--- config.mk ---
export PLATFORM = sky130hd
export DESIGN_NAME = tx_frame_sequencer
export DESIGN_NICKNAME = d
export VERILOG_FILES = /design/src/rtl/can_frame_pkg.sv /design/src/rtl/seq_bit_counter.sv /design/src/rtl/tx_frame_sequencer.sv
export SDC_FILE = /design/constraint.sdc
export NUM_CORES = 1
export LEC_CHECK = 0
export BUFFER_PORTS_ARGS = -buffer_cell sky130_fd_sc_hd__buf_2
export CAP_MARGIN = 10
export CELL_PAD_IN_SITES_DETAIL_PLACEMENT = 1
export CELL_PAD_IN_SITES_GLOBAL_PLACEMENT = 1
export CORE_ASPECT_RATIO = 0.8
export CORE_MARGIN = 3
export CORE_UTILIZATION = 40
export DETAILED_ROUTE_END_ITERATION = 6
export GPL_ROUTABILITY_DRIVEN = 1
export GPL_TIMING_DRIVEN = 0
export PLACE_DENSITY = 0.89
export SETUP_SLACK_MARGIN = 0.1
export SLEW_MARGIN = 5
export SYNTH_ARGS = -nofsm -noshare
export SYNTH_HDL_FRONTEND = slang
export SYNTH_SLANG_ARGS = --single-unit
--- constraint.sdc ---
create_clock -name clock -period 6.3 [get_ports clock]
set_input_delay 0.63 -clock clock [delete_from_list [all_inputs] [get_ports clock]]
set_output_delay 0.63 -clock clock [all_outputs]
set_load 0.05 [all_outputs]
--- src/rtl/can_frame_pkg.sv ---
// Shared types and constants for the CAN transmit frame sequencer.
// Holds the sequencer state encoding, fixed field lengths and the DLC clamp helper.
package can_frame_pkg;

    typedef enum logic [3:0] {
        ST_IDLE      = 4'd0,
        ST_SOF       = 4'd1,
        ST_ARB       = 4'd2,
        ST_CTRL      = 4'd3,
        ST_DATA      = 4'd4,
        ST_CRC       = 4'd5,
        ST_CRC_DELIM = 4'd6,
        ST_ACK_SLOT  = 4'd7,
        ST_ACK_DELIM = 4'd8,
        ST_EOF       = 4'd9,
        ST_IFS       = 4'd10
    } state_t;

    localparam int EOF_LEN = 7;
    localparam int IFS_LEN = 3;
    localparam int MAX_DLC = 8;

    // DLC codes above 8 still mean eight data bytes on the bus.
    function automatic logic [3:0] clamp_dlc(input logic [3:0] d);
        return (d > 4'(MAX_DLC)) ? 4'(MAX_DLC) : d;
    endfunction

endpackage

--- src/rtl/seq_bit_counter.sv ---
// Bit-time counter for the fixed-length trailer fields of a CAN frame.
// Advances only on sample_point, clears whenever the sequencer changes state.
module seq_bit_counter (
    input  logic       i_clk,
    input  logic       i_rst_n,
    input  logic       i_clear,
    input  logic       i_sample_point,
    input  logic [2:0] i_last,
    output logic       o_tc
);

    logic [2:0] r_count;

    always_ff @(posedge i_clk) begin
        if (!i_rst_n) begin
            r_count <= 3'd0;
        end else if (i_clear) begin
            r_count <= 3'd0;
        end else if (i_sample_point && !o_tc) begin
            r_count <= r_count + 3'd1;
        end
    end

    // Terminal count: the current bit is the last bit of the field.
    assign o_tc = (r_count == i_last);

endmodule

--- src/rtl/tx_frame_sequencer.sv ---
// CAN transmit frame sequencer: walks SOF..IFS, muxes field bits onto tx_bit.
// Optional ACK_CHECK_EN macro enables ACK slot readback via rx_bit and ack_error.
module tx_frame_sequencer
    import can_frame_pkg::*;
(
    input  logic       clock,
    input  logic       reset_n,
    input  logic       enable,
    input  logic       sample_point,
    input  logic       Tx_request,
    input  logic       rtr,
    input  logic [3:0] dlc,
    input  logic       arb_bit,
    input  logic       control_bit,
    input  logic       data_bit,
    input  logic       crc_bit,
    input  logic       rtr_complete,
    input  logic       control_complete,
    input  logic       data_complete,
    input  logic       crc_complete,
    input  logic       rx_bit,
    output logic       arb_en,
    output logic       ctrl_en,
    output logic       data_en,
    output logic       crc_en,
    output logic       tx_bit,
    output logic       tx_busy,
    output logic       tx_done,
    output logic       ack_error,
    output logic [3:0] state
);

    state_t     r_state;
    state_t     w_next;
    logic [3:0] r_dlc;
    logic       r_rtr;
    logic       r_tx_done;
    logic       w_done_set;
    logic       w_ack_err_set;
    logic       w_cnt_clear;
    logic       w_cnt_tc;
    logic [2:0] w_cnt_last;
    logic       w_skip_data;

    assign w_skip_data = r_rtr || (clamp_dlc(r_dlc) == 4'd0);

    always_comb begin
        w_cnt_last = 3'd0;
        case (r_state)
            ST_EOF:  w_cnt_last = 3'(EOF_LEN - 1);
            ST_IFS:  w_cnt_last = 3'(IFS_LEN - 1);
            default: w_cnt_last = 3'd0;
        endcase
    end

    // Abort (enable low or request withdrawn) outranks every bit-level advance.
    always_comb begin
        w_next        = r_state;
        w_done_set    = 1'b0;
        w_ack_err_set = 1'b0;
        if (r_state != ST_IDLE && (!enable || !Tx_request)) begin
            w_next = ST_IDLE;
        end else if (sample_point) begin
            case (r_state)
                ST_IDLE:      if (enable && Tx_request) w_next = ST_SOF;
                ST_SOF:       w_next = ST_ARB;
                ST_ARB:       if (rtr_complete) w_next = ST_CTRL;
                ST_CTRL:      if (control_complete) w_next = w_skip_data ? ST_CRC : ST_DATA;
                ST_DATA:      if (data_complete) w_next = ST_CRC;
                ST_CRC:       if (crc_complete) w_next = ST_CRC_DELIM;
                ST_CRC_DELIM: if (w_cnt_tc) w_next = ST_ACK_SLOT;
                ST_ACK_SLOT: begin
`ifdef ACK_CHECK_EN
                    if (rx_bit) begin
                        w_next        = ST_IDLE;
                        w_ack_err_set = 1'b1;
                    end else begin
                        w_next = ST_ACK_DELIM;
                    end
`else
                    if (w_cnt_tc) w_next = ST_ACK_DELIM;
`endif
                end
                ST_ACK_DELIM: if (w_cnt_tc) w_next = ST_EOF;
                ST_EOF:       if (w_cnt_tc) w_next = ST_IFS;
                ST_IFS: begin
                    if (w_cnt_tc) begin
                        w_next     = ST_IDLE;
                        w_done_set = 1'b1;
                    end
                end
                default:      w_next = ST_IDLE;
            endcase
        end
    end

    assign w_cnt_clear = (w_next != r_state);

    seq_bit_counter u_bit_counter (
        .i_clk          (clock),
        .i_rst_n        (reset_n),
        .i_clear        (w_cnt_clear),
        .i_sample_point (sample_point),
        .i_last         (w_cnt_last),
        .o_tc           (w_cnt_tc)
    );

    always_ff @(posedge clock) begin
        if (!reset_n) begin
            r_state   <= ST_IDLE;
            r_dlc     <= 4'd0;
            r_rtr     <= 1'b0;
            r_tx_done <= 1'b0;
        end else begin
            r_state   <= w_next;
            r_tx_done <= w_done_set;
            if (r_state == ST_IDLE && w_next == ST_SOF) begin
                r_dlc <= dlc;
                r_rtr <= rtr;
            end
        end
    end

`ifdef ACK_CHECK_EN
    logic r_ack_error;

    always_ff @(posedge clock) begin
        if (!reset_n) begin
            r_ack_error <= 1'b0;
        end else begin
            r_ack_error <= w_ack_err_set;
        end
    end

    assign ack_error = r_ack_error;
`else
    logic w_unused_ack;

    assign w_unused_ack = rx_bit ^ w_ack_err_set;
    assign ack_error    = 1'b0;
`endif

    always_comb begin
        tx_bit = 1'b1;
        case (r_state)
            ST_SOF:  tx_bit = 1'b0;
            ST_ARB:  tx_bit = arb_bit;
            ST_CTRL: tx_bit = control_bit;
            ST_DATA: tx_bit = data_bit;
            ST_CRC:  tx_bit = crc_bit;
            default: tx_bit = 1'b1;
        endcase
    end

    assign arb_en  = (r_state == ST_ARB);
    assign ctrl_en = (r_state == ST_CTRL);
    assign data_en = (r_state == ST_DATA);
    assign crc_en  = (r_state == ST_CRC);
    assign tx_busy = (r_state != ST_IDLE);
    assign tx_done = r_tx_done;
    assign state   = r_state;

endmodule
[Word-level counts from Yosys, hierarchy flattened]
Cells that the tools add are included.
Operators by class
  equal/unequal tests: 13
  reduce and logical (&&, ||, !) cells: 14
  $add $sub $neg: 1
  bitwise gates (word level): 3
  muxes and demuxes: 18
  magnitude comparators: 1
Operator list (count)
  $mux W4: 13
  $pmux W4 S11: 1
  $eq A4 B3 Y1 const B: 4
  $eq A4 B4 Y1 const B: 3
  $eq A4 B1 Y1 const B: 2
  $eq A4 B2 Y1 const B: 2
  $logic_not A4 Y1: 2
  $pmux W3 S2: 1
  $pmux W1 S5: 1
  $gt A4 B4 Y1 const B: 1
  $logic_and A1 B1 Y1: 4
  $ne A4 B4 Y1: 1
  $reduce_bool A4 Y1: 1
  $reduce_or A4 Y1: 1
  $add A3 B1 Y3 const B: 1
  $eq A3 B3 Y1: 1
  $logic_not A1 Y1: 3
  $not A1 Y1: 3
  $logic_or A1 B1 Y1: 2
  $mux W1: 2
  $reduce_or A2 Y1: 1
Word-level totals
  output and inout port bits: 12
  flip-flop bits (word level): 13
  word-level logic and storage cells: 55
  input bits: 19

[Depth between registers and ports, before layout]
  word-level depth: 11
  mapped depth: 8
  depth with buffers taken out: 6

[Modules after synthesis]
From an unflattened synthesis, not the netlist that was laid out.
Second synthesis, totals
  cells, all modules: 143
  area, all modules: 1151.1 um2
Modules (own cells, without submodules)
  tx_frame_sequencer: area an instance 887.1 um2, sequential area each 200.2 um2, cells each 114, times used 1
  seq_bit_counter: area an instance 264.0 um2, sequential area each 60.1 um2, cells each 29, times used 1

[Worst setup path before layout]
Ideal clock, no wire load.
  kind: register -> output
  from: reg r_state[0], in the netlist state[0]
  to: out crc_en
  buffers on the path: 2
  data arrival time: 2768 ps
  path slack: 2902 ps
  stages on the path, launching flop included: 4
  cell sequence: dfxtp_1 -> buf_2 -> buf_2 -> nor4b_1
Between the ends
  longest elaborated chain between the ends: 1
Ends and longest elaborated chain
  from (decl): line tx_frame_sequencer.sv:33  | state_t r_state;
  from (signal assigned): line tx_frame_sequencer.sv:115  | r_state <= w_next;
  $eq A4 B3 Y1: line tx_frame_sequencer.sv:158  | assign crc_en = (r_state == ST_CRC);
  to (decl): line tx_frame_sequencer.sv:25  | output logic crc_en,
No other way between the ends.

[Final worst setup path]
  from: reg r_state[0], in the netlist state[0]
  to: out tx_bit
Between the ends
  longest elaborated chain between the ends: 2
Ends and longest elaborated chain
  $eq A4 B3 Y1 (tied with other cells): line tx_frame_sequencer.sv:145  | case (r_state)
  $pmux W1 S5 *: line tx_frame_sequencer.sv:145
  to (decl): line tx_frame_sequencer.sv:26  | output logic tx_bit,
Every way passes the cells marked *; elsewhere a longest branch is shown, timed or not.

==> flow_metrics.py <==
metrics = {
    "route": {
        "wl_mm": 3.76,
        "ant_nets": 0,
        "drc": 0,
        "num_vias": 1208,
        "drt-pass1-iter-count": 4,
        "vias_per_cell": 5.92,
        "avgRoutedWirePerCell_um": 18.4,
        "drtIter0Drc": 50,
    },
    "worst_hold_path": {
        "hold_depth": 2,
        "hp-start": "r_dlc[2]",
        "hold_path_class": "reg2reg",
        "hold_path_end": "r_dlc[2]",
    },
    "sta": {
        "finClkSkew_ps": 10.7,
        "worst_hold_slack_ps": 539,
        "post-route-min-period_ps": 2670,
        "finalCritPeriodShare": 0.423,
        "worst_pin_slew_ps": 679,
        "slew_viol_final": 0,
        "timing.fmax_mhz": 375,
        "rsz0062_at_grt": "false",
        "max-slew-margin-rel": 0.545,
        "tns_ps": 0,
        "finalHoldViolCount": 0,
        "finalSetupViolations": 0,
    },
    "clock_network": {
        "cts_max_path_buffers": 2,
        "postCtsSetupBuffers": 0,
        "cts_buffers": 3,
        "cts_root_buf": "clkbuf_4",
        "clk_pin_slew_ps": 90,
        "hold_buffers": 0,
        "clkSinkCount": 13,
        "clock_latency_ps": 300,
        "cts_tree": "built",
        "cts_resized": 0,
        "ctsHtreeMaxLevel": 1,
    },
    "pwr": {
        "pwr-share-clk": 0.251,
        "share_seq_of_total_power": 0.395,
        "internal_power_mw": 0.137,
        "cellLeakagePower_nw": 0.528,
        "switchingPower_mw": 0.0880,
        "power_frac_comb": 0.354,
        "switching_share": 0.392,
        "ir_worst_vdd_uv": 79.8,
        "p_per_area_nw_per_um2": 172,
    },
    "worst_setup_path": {
        "r2r_cells": 7,
        "setup.worst_path.start_class": "register",
        "critPathLaunch": "state[0]",
        "regToRegSetupSlack_ps": 3930,
        "critPathMaxFanout": 10,
        "r2r-end": "r_dlc[1]",
        "cp.required_ps": 5670,
        "critPathCaptureType": "output pin",
        "r2r_start": "state[0]",
        "worst-setup-path-type": "reg2out",
        "arrival_ps": 2040,
    },
    "synth": {
        "yosys_register_bits": 13,
        "syn_inst": 136,
        "syn_area_um2": 1100,
        "synth_ff_type": "dfxtp_1",
        "synth_top_area_frac": 0.237,
        "yosys.area.top_type": "dfxtp_1",
        "synth_cell_types": 51,
        "ys_seq_area_frac": 0.237,
        "synthTopCellsByArea": "dfxtp_1, mux2i_1, nand2_1",
        "synth-edff-count": 0,
        "async_flop_share": 0,
        "synth_warnings": 0,
        "synth_area_per_cell_um2": 8.06,
        "yosys-top-cells-count": "dfxtp_1, nand2_1, nor3_1",
        "syn-num-nets": 156,
    },
    "global_route": {
        "grt_max_degree": 11,
        "grt_pass1_vias": 1183,
        "grt_usage": 0.238,
        "antenna_found_initial": 0,
        "grt_pass1_wl_mm": 5.99,
        "gr-total-overflow": 0,
    },
    "layout": {
        "final.fill_count": 333,
        "area_delta_synth_final_pct": 19.3,
        "drive_gt1_frac": 0.280,
        "num_antenna_cells": 0,
        "finalNetCount": 189,
    },
    "run_status": {
        "status": "finished, final reports clean",
    },
    "floorplanning": {
        "die-width_um": 64.5,
        "die_h_um": 52.8,
        "coreArea_um2": 2520,
        "floorplan.rows": 16,
        "ioPinCount": 31,
        "die-area_um2": 3410,
        "initial_utilization": 0.435,
    },
    "placement": {
        "hpwl_mm": 2.94,
        "port_buffers": 28,
        "gp_congestion": 0.948,
    },
    "job": {
        "drv_cap": 0,
    },
}
[kinds of logic (layout without fill, tap and decap cells)]
family	after synthesis	after routing	synth area share
buffers and inverters	16	48	0.0708
DFF	13	13	0.237
other	1	1	0.00342
adders and majority gates	1	1	0.0114
AOI/OAI and AO/OA	37	37	0.273
muxes	8	8	0.0845
xor gates and xnor gates	2	2	0.0160
and+or+nand+nor	58	58	0.304
[stage by stage]
step           cell area [um^2]  setup slack (ps)  power, mW  utilization  instances
2_1_floorplan              1100              2900      0.146            -        136
3_3_place_gp               1280              3840      0.165        0.508        200
3_5_place_dp               1280              3720      0.169        0.508        200
4_1_cts                    1310              3650      0.226        0.518        204
5_1_grt                    1310              3550      0.238        0.518        204
6_report                   1310              3630      0.225        0.518        204
[final cells by class]
type                    instances  area, um^2  area share
multi-input cells             107         758       0.580
flip-flops and latches         13         260       0.199
repair buffers                 28         140       0.107
plain buffers                  12        62.6      0.0478
well taps                      36        45.0      0.0344
clock buffers                   4        26.3      0.0201
inverters                       4        15.0      0.0115
[power by group through the flow]
stage	logic, mW	registers [mW]	clock network, mW
finish	0.0796	0.0887	0.0564
global route	0.0853	0.0895	0.0635
CTS	0.0790	0.0887	0.0583
detailed placement	0.0781	0.0907	0
global placement	0.0748	0.0903	0
floorplan	0.0519	0.0940	0
[layer usage]
metal	routed length, um	vias to the layer above	global-route usage
li1	-	576	-
met1	1530	581	0.282
met2	1870	44	0.437
met3	281	7	0.0494
met4	67	0	0.0667
met5	0	-	0
[registers in the layout, indices dropped and copies added (netlist names)]
signal	flops
r_rtr	1
state	4
r_dlc	4
tx_done	1
u_bit_counter.r_count	3
[cells in the final DEF (no fill, tap or decap), drive strengths merged, types with 2 or more instances in the layout]
cell type / count
nor3b: 2
o2111ai: 3
mux2i: 7
nor4: 5
nand3: 2
a21oi: 7
nand3b: 2
o21a: 2
nand2b: 5
inv: 4
nor3: 9
clkbuf: 8
o21ai: 4
o31ai: 5
a211oi: 4
buf: 36
xnor2: 2
nor2: 7
nand2: 13
dfxtp: 13
nor2b: 6
[critical path: stages (launching register included)]
cell,delay [ps]
dfxtp_1,350
buf_2,190
nand2b_1,280
or3b_2,510
o2111ai_1,100
buf_2,290
[worst max path at each step]
stage,endpoint
detailed placement,r_rtr
CTS,tx_bit
finish,tx_bit
global route,tx_bit
floorplan,crc_en
global placement,u_bit_counter.r_count[1]
Power figures use the tool's default switching activity.
